$ cat src/rtl/amba_axi4_stream_seda_pkg.sv
// Shared types and constants for the AXI4-Stream packet sink: FSM encoding,
// stat_err bit positions and the port/beat-level typedefs.
package amba_axi4_stream_seda_pkg;

    typedef enum logic {
        ST_IDLE = 1'b0,
        ST_RECV = 1'b1
    } axi4s_state_e;

    localparam int ERR_TID       = 0;
    localparam int ERR_DEST      = 1;
    localparam int ERR_NULL_STRB = 2;
    localparam int ERR_LEN_SAT   = 3;

    // A beat carries at most 8 bytes: count fits in 4 bits, sum in 11 bits.
    localparam int BEAT_CNT_W = 4;
    localparam int BEAT_SUM_W = 11;

    typedef logic [3:0]            axi4s_err_t;
    typedef logic [15:0]           axi4s_csum_t;
    typedef logic [BEAT_CNT_W-1:0] axi4s_beat_cnt_t;
    typedef logic [BEAT_SUM_W-1:0] axi4s_beat_sum_t;

endpackage

$ cat src/rtl/amba_axi4_stream_pkt_sink_if.sv
// AXI4-Stream bundle; the packet sink attaches through the slave modport.
interface amba_axi4_stream_pkt_sink_if #(
    parameter int DATA_WIDTH_BYTES = 1,
    parameter int ID_WIDTH         = 8,
    parameter int DEST_WIDTH       = 8,
    parameter int USER_WIDTH       = 1
);
    logic                          TVALID;
    logic                          TREADY;
    logic [8*DATA_WIDTH_BYTES-1:0] TDATA;
    logic [DATA_WIDTH_BYTES-1:0]   TSTRB;
    logic [DATA_WIDTH_BYTES-1:0]   TKEEP;
    logic                          TLAST;
    logic [ID_WIDTH-1:0]           TID;
    logic [DEST_WIDTH-1:0]         TDEST;
    logic [USER_WIDTH-1:0]         TUSER;

    modport master (
        output TVALID, TDATA, TSTRB, TKEEP, TLAST, TID, TDEST, TUSER,
        input  TREADY
    );

    modport slave (
        input  TVALID, TDATA, TSTRB, TKEEP, TLAST, TID, TDEST, TUSER,
        output TREADY
    );
endinterface

$ cat src/rtl/amba_axi4_stream_byte_acc.sv
// Per-beat byte statistics: count of kept bytes, sum of kept data bytes,
// and a flag for any null byte that still has its strobe set.
module amba_axi4_stream_byte_acc
    import amba_axi4_stream_seda_pkg::*;
#(
    parameter int DATA_WIDTH_BYTES = 1
) (
    input  logic [8*DATA_WIDTH_BYTES-1:0] data,
    input  logic [DATA_WIDTH_BYTES-1:0]   keep,
    input  logic [DATA_WIDTH_BYTES-1:0]   strb,
    output axi4s_beat_cnt_t               cnt,
    output axi4s_beat_sum_t               sum,
    output logic                          null_strb
);

    // NOTE: blocking assignments here build a running sum inside one
    // combinational evaluation; defaults first keep the block latch-free.
    always_comb begin
        cnt       = '0;
        sum       = '0;
        null_strb = 1'b0;
        for (int i = 0; i < DATA_WIDTH_BYTES; i++) begin
            if (keep[i]) begin
                cnt = cnt + axi4s_beat_cnt_t'(1);
                if (strb[i]) begin
                    sum = sum + axi4s_beat_sum_t'(data[8*i +: 8]);
                end
            end else if (strb[i]) begin
                null_strb = 1'b1;
            end
        end
    end

endmodule

$ cat src/rtl/amba_axi4_stream_pkt_sink.sv
// AXI4-Stream packet sink: accumulates byte count, checksum and error flags
// per packet and reports them through a valid/ready status channel.
module amba_axi4_stream_pkt_sink
    import amba_axi4_stream_seda_pkg::*;
#(
    parameter int DATA_WIDTH_BYTES = 1,
    parameter int ID_WIDTH         = 8,
    parameter int DEST_WIDTH       = 8,
    parameter int USER_WIDTH       = 1,
    parameter int LEN_WIDTH        = 16
) (
    input  logic                      ACLK,
    input  logic                      ARESETn,
    amba_axi4_stream_pkt_sink_if.slave axis,
    output logic                      stat_valid,
    input  logic                      stat_ready,
    output logic [LEN_WIDTH-1:0]      stat_len,
    output axi4s_csum_t               stat_csum,
    output logic [ID_WIDTH-1:0]       stat_id,
    output logic [DEST_WIDTH-1:0]     stat_dest,
    output axi4s_err_t                stat_err
);

    localparam int                   SUM_W   = LEN_WIDTH + BEAT_CNT_W;
    localparam logic [LEN_WIDTH-1:0] LEN_MAX = '1;

    axi4s_state_e          state_q, state_d;
    logic                  tready_q;
    logic                  stat_valid_d;
    logic                  accept;
    logic [LEN_WIDTH-1:0]  acc_len, nxt_len;
    axi4s_csum_t           acc_csum, nxt_csum;
    axi4s_err_t            acc_err, nxt_err;
    logic [ID_WIDTH-1:0]   ref_id, nxt_id;
    logic [DEST_WIDTH-1:0] ref_dest, nxt_dest;
    logic [SUM_W-1:0]      len_sum;
    axi4s_beat_cnt_t       beat_cnt;
    axi4s_beat_sum_t       beat_sum;
    logic                  beat_null_strb;
    logic [USER_WIDTH-1:0] unused_user;

    assign unused_user = axis.TUSER;
    assign axis.TREADY = tready_q;
    assign accept      = axis.TVALID & tready_q;

    amba_axi4_stream_byte_acc #(
        .DATA_WIDTH_BYTES (DATA_WIDTH_BYTES)
    ) u_byte_acc (
        .data      (axis.TDATA),
        .keep      (axis.TKEEP),
        .strb      (axis.TSTRB),
        .cnt       (beat_cnt),
        .sum       (beat_sum),
        .null_strb (beat_null_strb)
    );

    always_comb begin
        state_d = state_q;
        if (accept) begin
            state_d = axis.TLAST ? ST_IDLE : ST_RECV;
        end
    end

    always_comb begin
        stat_valid_d = stat_valid;
        if (accept && axis.TLAST) begin
            stat_valid_d = 1'b1;
        end else if (stat_valid && stat_ready) begin
            stat_valid_d = 1'b0;
        end
    end

    // Accumulators are zero whenever no packet is open, so the first beat
    // adds onto a clean base without a separate IDLE path.
    always_comb begin
        len_sum  = SUM_W'(acc_len) + SUM_W'(beat_cnt);
        nxt_len  = len_sum[LEN_WIDTH-1:0];
        nxt_csum = acc_csum + axi4s_csum_t'(beat_sum);
        nxt_err  = acc_err;
        nxt_id   = ref_id;
        nxt_dest = ref_dest;
        if (len_sum > SUM_W'(LEN_MAX)) begin
            nxt_len              = LEN_MAX;
            nxt_err[ERR_LEN_SAT] = 1'b1;
        end
        if (beat_null_strb) begin
            nxt_err[ERR_NULL_STRB] = 1'b1;
        end
        if (state_q == ST_IDLE) begin
            nxt_id   = axis.TID;
            nxt_dest = axis.TDEST;
        end else begin
            if (axis.TID != ref_id)     nxt_err[ERR_TID]  = 1'b1;
            if (axis.TDEST != ref_dest) nxt_err[ERR_DEST] = 1'b1;
        end
    end

    always_ff @(posedge ACLK) begin
        if (!ARESETn) begin
            state_q <= ST_IDLE;
        end else begin
            state_q <= state_d;
        end
    end

    // NOTE: sequential state uses non-blocking assignments so every register
    // samples the pre-edge values regardless of statement order.
    always_ff @(posedge ACLK) begin
        if (!ARESETn) begin
            tready_q   <= 1'b0;
            stat_valid <= 1'b0;
            stat_len   <= '0;
            stat_csum  <= '0;
            stat_id    <= '0;
            stat_dest  <= '0;
            stat_err   <= '0;
            acc_len    <= '0;
            acc_csum   <= '0;
            acc_err    <= '0;
            ref_id     <= '0;
            ref_dest   <= '0;
        end else begin
            stat_valid <= stat_valid_d;
            tready_q   <= ~stat_valid_d;
            if (accept) begin
                if (axis.TLAST) begin
                    stat_len  <= nxt_len;
                    stat_csum <= nxt_csum;
                    stat_id   <= nxt_id;
                    stat_dest <= nxt_dest;
                    stat_err  <= nxt_err;
                    acc_len   <= '0;
                    acc_csum  <= '0;
                    acc_err   <= '0;
                    ref_id    <= '0;
                    ref_dest  <= '0;
                end else begin
                    acc_len   <= nxt_len;
                    acc_csum  <= nxt_csum;
                    acc_err   <= nxt_err;
                    ref_id    <= nxt_id;
                    ref_dest  <= nxt_dest;
                end
            end
        end
    end

endmodule

$ cat src/flat_wrapper.sv
// flat-port wrapper written by rule: the top's interface ports become plain ports
module amba_axi4_stream_pkt_sink_flat import amba_axi4_stream_seda_pkg::*;
#(
    parameter int DATA_WIDTH_BYTES = 1,
    parameter int ID_WIDTH         = 8,
    parameter int DEST_WIDTH       = 8,
    parameter int USER_WIDTH       = 1,
    parameter int LEN_WIDTH        = 16
)
  (ACLK, ARESETn, stat_valid, stat_ready, stat_len, stat_csum, stat_id, stat_dest, stat_err, axis_TVALID, axis_TDATA, axis_TSTRB, axis_TKEEP, axis_TLAST, axis_TID, axis_TDEST, axis_TUSER, axis_TREADY);
  amba_axi4_stream_pkt_sink_if #(.DATA_WIDTH_BYTES(DATA_WIDTH_BYTES), .ID_WIDTH(ID_WIDTH), .DEST_WIDTH(DEST_WIDTH), .USER_WIDTH(USER_WIDTH)) axis_i ();
  input  logic ACLK;
  input  logic ARESETn;
  output logic stat_valid;
  input  logic stat_ready;
  output logic [LEN_WIDTH-1:0] stat_len;
  output axi4s_csum_t stat_csum;
  output logic [ID_WIDTH-1:0] stat_id;
  output logic [DEST_WIDTH-1:0] stat_dest;
  output axi4s_err_t stat_err;
  input wire logic [$bits(axis_i.TVALID)-1:0] axis_TVALID;
  input wire logic [$bits(axis_i.TDATA)-1:0] axis_TDATA;
  input wire logic [$bits(axis_i.TSTRB)-1:0] axis_TSTRB;
  input wire logic [$bits(axis_i.TKEEP)-1:0] axis_TKEEP;
  input wire logic [$bits(axis_i.TLAST)-1:0] axis_TLAST;
  input wire logic [$bits(axis_i.TID)-1:0] axis_TID;
  input wire logic [$bits(axis_i.TDEST)-1:0] axis_TDEST;
  input wire logic [$bits(axis_i.TUSER)-1:0] axis_TUSER;
  output wire logic [$bits(axis_i.TREADY)-1:0] axis_TREADY;
  assign axis_i.TVALID = axis_TVALID;
  assign axis_i.TDATA = axis_TDATA;
  assign axis_i.TSTRB = axis_TSTRB;
  assign axis_i.TKEEP = axis_TKEEP;
  assign axis_i.TLAST = axis_TLAST;
  assign axis_i.TID = axis_TID;
  assign axis_i.TDEST = axis_TDEST;
  assign axis_i.TUSER = axis_TUSER;
  assign axis_TREADY = axis_i.TREADY;
  amba_axi4_stream_pkt_sink #(.DATA_WIDTH_BYTES(DATA_WIDTH_BYTES), .ID_WIDTH(ID_WIDTH), .DEST_WIDTH(DEST_WIDTH), .USER_WIDTH(USER_WIDTH), .LEN_WIDTH(LEN_WIDTH)) u_core (.ACLK(ACLK), .ARESETn(ARESETn), .axis(axis_i), .stat_valid(stat_valid), .stat_ready(stat_ready), .stat_len(stat_len), .stat_csum(stat_csum), .stat_id(stat_id), .stat_dest(stat_dest), .stat_err(stat_err));
endmodule
$ cat config.mk
export PLATFORM = sky130hd
export DESIGN_NAME = amba_axi4_stream_pkt_sink_flat
export DESIGN_NICKNAME = d
export VERILOG_FILES = /design/src/rtl/amba_axi4_stream_seda_pkg.sv /design/src/rtl/amba_axi4_stream_pkt_sink_if.sv /design/src/rtl/amba_axi4_stream_byte_acc.sv /design/src/rtl/amba_axi4_stream_pkt_sink.sv /design/src/flat_wrapper.sv
export SDC_FILE = /design/constraint.sdc
export NUM_CORES = 1
export LEC_CHECK = 0
export BUFFER_PORTS_ARGS = -buffer_cell sky130_fd_sc_hd__buf_2
export CAP_MARGIN = 20
export CORE_UTILIZATION = 40
export CTS_CLUSTER_DIAMETER = 120
export CTS_CLUSTER_SIZE = 28
export DETAILED_ROUTE_END_ITERATION = 8
export PLACE_DENSITY = 0.7
export SLEW_MARGIN = 0
export SYNTH_ARGS = -nofsm -noshare
export SYNTH_HDL_FRONTEND = slang
export SYNTH_SLANG_ARGS = --single-unit
$ cat constraint.sdc
create_clock -name ACLK -period 2.9 [get_ports ACLK]
set_input_delay 0.58 -clock ACLK [delete_from_list [all_inputs] [get_ports ACLK]]
set_output_delay 0.58 -clock ACLK [all_outputs]
set_load 0.03 [all_outputs]
==> flow_summary.toml <==
[worst_hold_path]
hp-class = "flip-flop to flip-flop"
hold_path_depth = 2

[clock_network]
htreeDepth = 3
postCtsHoldBufs = 0
cts.sinks = 107
worstSkewPairLatency_ps = 340
path_clk_slew_ps = 70
cts_buffer_depth = 2
postCtsSetupBuffers = 0
clock-root-buffer = "clkbuf_16"
ctsResizeCount = 0
cts_buffers = 9
cts_tree = "yes"

[synth]
synth_edf_count = 0
synthSimpleGateAreaFrac_pct = 19.22
netlist_instances = 591
synthAdderAreaFrac_pct = 2.873
yosys.area.top_type = "dfxtp_1"
yosys_warnings = 0
async_flop_share_pct = 0
yosysSeqAreaShare_pct = 42.41
synth_xor_area_share_pct = 5.895
synth_area_leaders = "dfxtp_1 (42%), nor2_1 (4.7%), o21ai_0 (4.5%), xnor2_1 (4.2%), nand2_1 (3.5%)"
synth_compound_area_share_pct = 22.15
ys_types = 58
synth_top_family_by_area = "compound AO/OA/AOI/OAI gates"
synth_common_cells = "dfxtp_1 (107), nor2_1 (63), nand2_1 (47)"
synth.most_common_cell = "dfxtp_1"
synth_nets = 634
synth_area_um2 = 5051
synth_top_cell_area_share_pct = 42.41
ys_ff_latch = 107
muxShareOfSynthArea_pct = 3.369
synth_ff_type = "dfxtp_1"
postSynthAreaPerCell_um2 = 8.547

[worst_setup_path]
cp_max_fo = 9
required_ps = 3170
slowest_stage = "or4_1"
end_kind = "flip-flop"
worstSetupPathDepth = 10
worstRegToRegCells = 8
startpoint_type = "input port"
critical-path-max-stage-delay_ps = 400
crit_family = "simple AND/OR/NAND/NOR gates"
timing_worst_setup_path_type = "input port to flip-flop"
cp_num_buf_inv = 2
cp.arrival_ps = 2800
crit_chain = "buf_2 > and3_1 > ha_1 > inv_1 > fa_1 > nand2b_1 > a211oi_2 > o21ai_1 > or4_1 > a31oi_1"

[global_route]
grt_start_max_net_pins = 36
grt_pass1_vias = 4493
gr-total-overflow = 0
gr-usage-all-layers_pct = 20.31
grt_pass1_wl_mm = 21.22
antenna_found_initial = 0

[floorplan]
die_y_um = 114.4
pin_count = 86
core_um2 = 12160
rows = 40
start_util_pct = 41.53
die_x_um = 114.4
die_area_um2 = 13080

[placement]
dp_worst_setup_slack_ps = 14.55
dp_hpwl_mm = 9.087
port_buffers = 84
gp_congestion = 0.8946

[timing]
setup_ws_ps = 366.7
finalSetupViolCount = 0
fmax_mhz = 394.7
finalSetupTns_ps = 0
drv_slew = 0
rsz0062_at_grt = "false"
fin_skew_ps = 8.705
hold_viol = 0
max-slew-margin-rel_pct = 60.88
tightest_slew_ps = 586.9
fin_crit_ps = 2533
period_share_pct = 87.36

[cells_and_area]
drive_gt1_share_pct = 19.40
diodes = 0
syn_to_final_growth_pct = 17.76
final_net_count = 709
fin_util_pct = 48.91

[route]
via_per_inst = 5.530
vias = 4634
drtAntennaViolNets = 0
first_pass_iters = 5
wl_per_cell_um = 15.27
wirelength_mm = 12.79
drc = 0
drt_iter0_drc = 262

[job]
drv_cap = 0

[power]
ir_worst_vdd_v = 0.0002533
powerDensity_nw_per_um2 = 509.4
leakage_nw = 2.349

[outcome]
outcome = "complete, no violations"
-- metal layers --
metal	wire length [um]	global-route usage, %
met1	5824	25.96
met2	6194	34.63
met3	604	3.176
met4	170	7.359
met5	0	0
-- placed cells by master (no fill, tap or decap), types with 11 or more instances in the layout --
cell type and count:
nand2_1 47, a21oi_1 29, xnor2_1 24, o21ai_0 45, buf_4 19, a211oi_1 20, mux2i_1 17, a22oi_1 18
a31oi_1 21, nor3_1 11, buf_2 84, nor2_1 62, nand3_1 20, and3_1 11, dfxtp_1 107
-- registers in the layout (all words and copies together), names as in the netlist --
name and flops:
u_core.stat_id 8, u_core.state_q 1, u_core.acc_len 16, u_core.acc_err 4
u_core.stat_csum 16, u_core.stat_dest 8, u_core.stat_err 4, u_core.acc_csum 16
u_core.stat_valid 1, u_core.ref_dest 8, u_core.stat_len 16, u_core.axis.TREADY 1
u_core.ref_id 8
-- per-stage QoR --
step | hold WS [ps] | power [mW] | instances | cell area (um2)
final | 462.6 | 3.030 | 838 | 5948
after global routing | 484.8 | 3.159 | 838 | 5948
after CTS | 465.3 | 3.059 | 838 | 5948
after detailed placement | 453.5 | 1.916 | 823 | 5674
after global placement | 443.3 | 1.905 | 822 | 5663
after floorplan | 431.5 | 1.792 | 591 | 5051
-- tightest hold or removal path: stages (launching register included) --
cell,delay [ps]
dfxtp_1,320
nand2_1,50
a21oi_1,50
-- cell families after synthesis --
group	count (synthesis)
xor+xnor	34
buf+inv	50
fa+ha+maj	11
simple gates	199
flops	107
mux	17
compound gates	173
-- layout make-up --
class | instances | area (um2)
clock inverter | 6 | 48.80
tap | 168 | 210.2
inverter | 10 | 37.54
timing repair buffer | 104 | 574.3
sequential | 107 | 2142
fill | 1176 | 6213
multi-input combinational | 434 | 2710
clock buffer | 9 | 225.2
-- final timing paths --
path | startpoint | end | slack, ps
hold / removal | u_core.stat_csum[4]$_SDFFE_PN0P_ | u_core.stat_csum[4]$_SDFFE_PN0P_ | 460
setup / recovery | axis_TKEEP | u_core.acc_csum[10]$_SDFFE_PN0P_ | 370
setup reg to reg | u_core.acc_csum[0]$_SDFFE_PN0P_ | u_core.acc_csum[10]$_SDFFE_PN0P_ | 550
hold reg to reg | u_core.stat_csum[4]$_SDFFE_PN0P_ | u_core.stat_csum[4]$_SDFFE_PN0P_ | 460
-- power breakdown --
| group | total (mW) | leakage, nW | switching [mW] | internal, mW |
|---|---|---|---|---|
| Combinational | 0.349 | 1.35 | 0.231 | 0.118 |
| Sequential | 1.53 | 0.868 | 0.0232 | 1.51 |
| Clock | 1.15 | 0.130 | 0.560 | 0.589 |
| Total | 3.03 | 2.35 | 0.814 | 2.22 |
Note: power is estimated with default switching activity, not from simulation.
